`src/rtl/jk_counter_pkg.sv`:
```
// Shared types for the JK counter: operation modes and JK pair encodings.
// Down counting is enabled with the JK_COUNTER_DOWN_EN macro.
package jk_counter_pkg;

  typedef enum logic [1:0] {
    HOLD  = 2'd0,
    LOAD  = 2'd1,
    COUNT = 2'd2,
    JKBIT = 2'd3
  } mode_e;

  typedef enum logic [1:0] {
    JK_HOLD = 2'b00,
    JK_CLR  = 2'b01,
    JK_SET  = 2'b10,
    JK_TOG  = 2'b11
  } jk_e;

endpackage

```
`src/rtl/jk_cell.sv`:
```
// One falling-edge JK flip-flop with synchronous active-high clear.
// Used by jk_counter; JK_COUNTER_DOWN_EN has no effect here.
module jk_cell
  import jk_counter_pkg::*;
#(
  parameter logic RESET_BIT = 1'b0
) (
  input  logic clk_n,
  input  logic clr,
  input  logic j,
  input  logic k,
  output logic q
);

  always_ff @(negedge clk_n) begin
    if (clr) begin
      q <= RESET_BIT;
    end else begin
      unique case (jk_e'({j, k}))
        JK_HOLD: q <= q;
        JK_CLR:  q <= 1'b0;
        JK_SET:  q <= 1'b1;
        JK_TOG:  q <= ~q;
        default: q <= q;
      endcase
    end
  end

endmodule

```
`src/rtl/jk_counter.sv`:
```
// Modulo counter / loadable register built from per-bit JK cells.
// Define JK_COUNTER_DOWN_EN to honour UP=0 (down counting) in COUNT mode.
module jk_counter
  import jk_counter_pkg::*;
#(
  parameter int WIDTH     = 4,
  parameter int MODULUS   = 2 ** WIDTH,
  parameter int RESET_VAL = 0
) (
  input  logic             CLK_N,
  input  logic             CLR,
  input  logic [1:0]       MODE,
  input  logic             UP,
  input  logic [WIDTH-1:0] D,
  input  logic [WIDTH-1:0] J,
  input  logic [WIDTH-1:0] K,
  output logic [WIDTH-1:0] Q,
  output logic [WIDTH-1:0] Q_BAR,
  output logic             TC
);

  localparam logic [WIDTH-1:0] MAX = WIDTH'(MODULUS - 1);
  localparam logic [WIDTH-1:0] RST = WIDTH'(RESET_VAL);

  mode_e            mode;
  logic             up_eff;
  logic [WIDTH-1:0] cnt_up;
  logic [WIDTH-1:0] cnt_dn;
  logic [WIDTH-1:0] nxt;
  logic [WIDTH-1:0] cj;
  logic [WIDTH-1:0] ck;

  assign mode = mode_e'(MODE);

`ifdef JK_COUNTER_DOWN_EN
  assign up_eff = UP;
`else
  logic unused_up;
  assign unused_up = UP;
  assign up_eff    = 1'b1;
`endif

  // Loaded values >= MODULUS fall back to zero on the next up count
  assign cnt_up = (Q >= MAX) ? '0 : Q + 1'b1;
  assign cnt_dn = (Q == '0) ? MAX : Q - 1'b1;

  // Target value maps onto J/K as set (10) or clear (01) per bit
  always_comb begin
    nxt = Q;
    cj  = '0;
    ck  = '0;
    unique case (mode)
      HOLD: begin
        cj = '0;
        ck = '0;
      end
      LOAD: begin
        cj = D;
        ck = ~D;
      end
      COUNT: begin
        nxt = up_eff ? cnt_up : cnt_dn;
        cj  = nxt;
        ck  = ~nxt;
      end
      JKBIT: begin
        cj = J;
        ck = K;
      end
      default: begin
        cj = '0;
        ck = '0;
      end
    endcase
  end

  for (genvar i = 0; i < WIDTH; i++) begin : g_cell
    jk_cell #(
      .RESET_BIT(RST[i])
    ) u_cell (
      .clk_n(CLK_N),
      .clr  (CLR),
      .j    (cj[i]),
      .k    (ck[i]),
      .q    (Q[i])
    );
  end

  assign Q_BAR = ~Q;
  assign TC    = (mode == COUNT) &&
                 (up_eff ? (Q == MAX) : (Q == '0));

endmodule

```
`config.mk`:
```
export PLATFORM = sky130hd
export DESIGN_NAME = jk_counter
export DESIGN_NICKNAME = d
export VERILOG_FILES = /design/src/rtl/jk_counter_pkg.sv /design/src/rtl/jk_cell.sv /design/src/rtl/jk_counter.sv
export SDC_FILE = /design/constraint.sdc
export NUM_CORES = 1
export LEC_CHECK = 0
export BUFFER_PORTS_ARGS = -buffer_cell sky130_fd_sc_hd__buf_2
export CORE_AREA = 5 5 42 44
export DETAILED_ROUTE_END_ITERATION = 8
export DIE_AREA = 0 0 47 49
export GPL_ROUTABILITY_DRIVEN = 0
export PLACE_DENSITY = 0.63
export SETUP_SLACK_MARGIN = 0.02
export SYNTH_ARGS = -nofsm -noshare
export SYNTH_HDL_FRONTEND = slang
export SYNTH_SLANG_ARGS = --single-unit
```
`constraint.sdc`:
```
create_clock -name CLK_N -period 1.45 [get_ports CLK_N]
set_input_delay 0.0725 -clock CLK_N [delete_from_list [all_inputs] [get_ports CLK_N]]
set_output_delay 0.0725 -clock CLK_N [all_outputs]
set_load 0.02 [all_outputs]
```
==> metrics <==
later-pin clock latency in the skew report 310 ps; area growth from synthesis to layout 102%; Worst Path Max Fanout 2; Synth top area share 19.3%; aggregate global-route resource usage 13.8%; wirelength, routed 1420 um; count of flip-flops with a built-in enable after synthesis 0; DR vias 555; count of state elements after synthesis 4; mean instance size in the synthesized netlist 8.12 sq um; crit end category primary output; post-synthesis async set-or-reset flop share 0%; post-cts hold buffer count 0; area occupied by multi-input gates 313 sq um; number of vias per cell after detailed routing 4.91; Cell Pwr Density 747 nW/um^2; dominant combinational cell family by area after synthesis compound AO/OA/AOI/OAI gates; number of buffers on the longest clock path 2; final setup vio count 9; final worst setup slack -421 ps; leakage power summed over all cells 0.414 nW; Max stage delay on crit path 350 ps; synthesized-area fraction occupied by ao, oa, aoi and oai cells 27.8%; RSZ-0062 raised after global routing yes; Starting Density 29.6%; input/output buffers 24; largest cells by area after synthesis dfxtp_1, buf_4, inv_1; ratio of cells with drive above 1 in the final layout 69.1%; router iterations before antenna repair 2; largest area contributor in the synthesized netlist dfxtp_1; most common cell in the netlist inv_1; wire length of the first global-routing pass 2260 um; Detailed Place HPWL 1090 um; Routed Antenna Nets 0; critical path data arrival time 1800 ps; GR Overflow Total 0; worst-case vdd ir drop 0.373 mV; largest clock skew in the final design 13.7 ps; Tot Pwr 0.000626 W; clock tree root buffer cell clkbuf_4; Seq. cell area 90.1 sq um; syn nets 69; Worst-Margin Slew 228 ps; violated checks setup timing; CTS Buf Count 3; cell types with the highest counts after synthesis inv_1, buf_4, dfxtp_1, nand2_1, nor2_1; CP required 1380 ps; Final Instance Area 838 sq um; HP Class reg -> reg; Gate Count Post-Synth 51; vertical die dimension 49 um; xor-xnor portion of the synthesized cell area 0%; library cell contributing the largest single delay on the critical path dfxtp_4; share of synthesized cell area in and, or, nand and nor gates 23.9%; width of the die 47 um; Cell Area, Placed 663 sq um; critical setup path kind reg -> out; I/O pins 26; Largest delay share family, worst path flip-flops; number of antenna violations at the first check in global routing 0; vias in the first global route 592; number of antenna repair diodes 0; Filler Cell Count 138; DR iter-0 viols 6; number of pins with negative max-slew slack in the final report 0; number of warnings issued by yosys 0; biggest regs g_cell.u_cell.q (4); multiplexer area fraction after synthesis 7.85%; flip-flop cell with the highest count after synthesis dfxtp_1; Final nets 117; startpoint type of the worst setup path register; register with the most flip-flops g_cell.u_cell.q; setup slack after placement -375 ps; clock edge transition at the registers on the reported setup and hold paths 40 ps; H-tree level count 1; Die Outline Area 2300 sq um; portion of the post-synthesis area used by sequential elements 19.3%; Crit path buffers/inverters 1; number of flip-flops in the largest register 4; max_slew headroom 84.6%; result of the run finished, violations left; CP cell instances ha_4, nand2_2, nor2_4, buf_6; CTS tree done; average routed wire per standard cell 12.6 um; reported max-cap violation count 0; mapped cell area 414 sq um; number of clock sinks 4; Synth Area in Adders 3.02%; summed negative setup slack over all endpoints -2750 ps; Hold Violations, Final 0; number of design rule violations left after detail routing 0; area of the core region 1400 sq um; largest net degree at the start of global routing 12; Distinct cells, synth 31; number of placement rows 14
-- per-stage QoR --
step | hold WS [ps] | utilization (%) | cells
2_1_floorplan | 332 | - | 51
3_3_place_gp | 563 | 47.3 | 101
4_1_cts | 580 | 57.4 | 111
3_5_place_dp | 578 | 47.3 | 101
5_1_grt | 607 | 59.8 | 113
6_report | 581 | 59.8 | 113
-- report_power, final --
part           leakage [nW]  internal, W  switching (W)
sequential           0.0350     0.000124     0.00000963
clock                0.0351     0.000109      0.0000823
combinational         0.344     0.000168       0.000133
total                 0.414     0.000401       0.000225
-- placed cells by master (no fill, tap or decap), drive strengths merged --
master  synthesis  final
buf             6     46
inv             7     10
dfxtp           4      4
clkbuf          0      3
nor2            3      3
nand2           3      3
o21ai           2      2
a221oi          2      2
nand2b          2      2
nor2b           2      2
mux2            2      2
a211oi          2      2
nand3b          1      1
nor4            1      1
mux2i           1      1
nor3            1      1
o221ai          1      1
a21o            1      1
a21oi           1      1
o32a            1      1
a41o            1      1
a311oi          1      1
a32o            1      1
nand3           1      1
nor3b           1      1
o211ai          1      1
nor4bb          1      1
ha              1      1
-- kinds of logic after synthesis --
logic type | after synthesis
AOI/OAI and AO/OA | 14
and+or+nand+nor | 16
buffers and inverters | 13
adders and majority gates | 1
muxes | 3
DFF | 4
-- area by class of cell --
cell class	count	share of cell area, %
clock buffers	3	2.69
flip-flops and latches	4	10.7
repair buffers	46	41.8
inverters	6	3.28
multi-input cells	34	37.3
clock inverters	4	1.79
well taps	16	2.39
-- worst reg2reg max path, stage by stage (launching register included) --
cell,delay [ps]
dfxtp_4,340
ha_4,160
buf_4,140
mux2_4,270
a221oi_2,240
a311oi_1,70
-- routing by layer --
layer,vias up,share of wire [%],routed length [um],global-route usage [%]
met5,-,0,0,0
met4,0,0.56,8,6.91
met3,2,5.6,80,7.01
met2,15,56,796,22.4
met1,261,38,535,13.8
li1,277,-,-,-
-- worst paths after layout --
check                     start                  to  slack, ps  cells after the start
max          g_cell[0].u_cell.q                  TC       -420                      4
min          g_cell[2].u_cell.q  g_cell[2].u_cell.q        580                      2
min reg2reg  g_cell[2].u_cell.q  g_cell[2].u_cell.q        580                      2
max reg2reg  g_cell[1].u_cell.q  g_cell[2].u_cell.q        120                      5
-- timing repair --
| item | in CTS | in global routing |
|---|---|---|
| pin swaps | 1 | 0 |
| gates resized for setup | 28 | 5 |
| endpoints found under the setup margin | 10 | 10 |
| setup buffers | 4 | 3 |
Power figures use the tool's default switching activity.
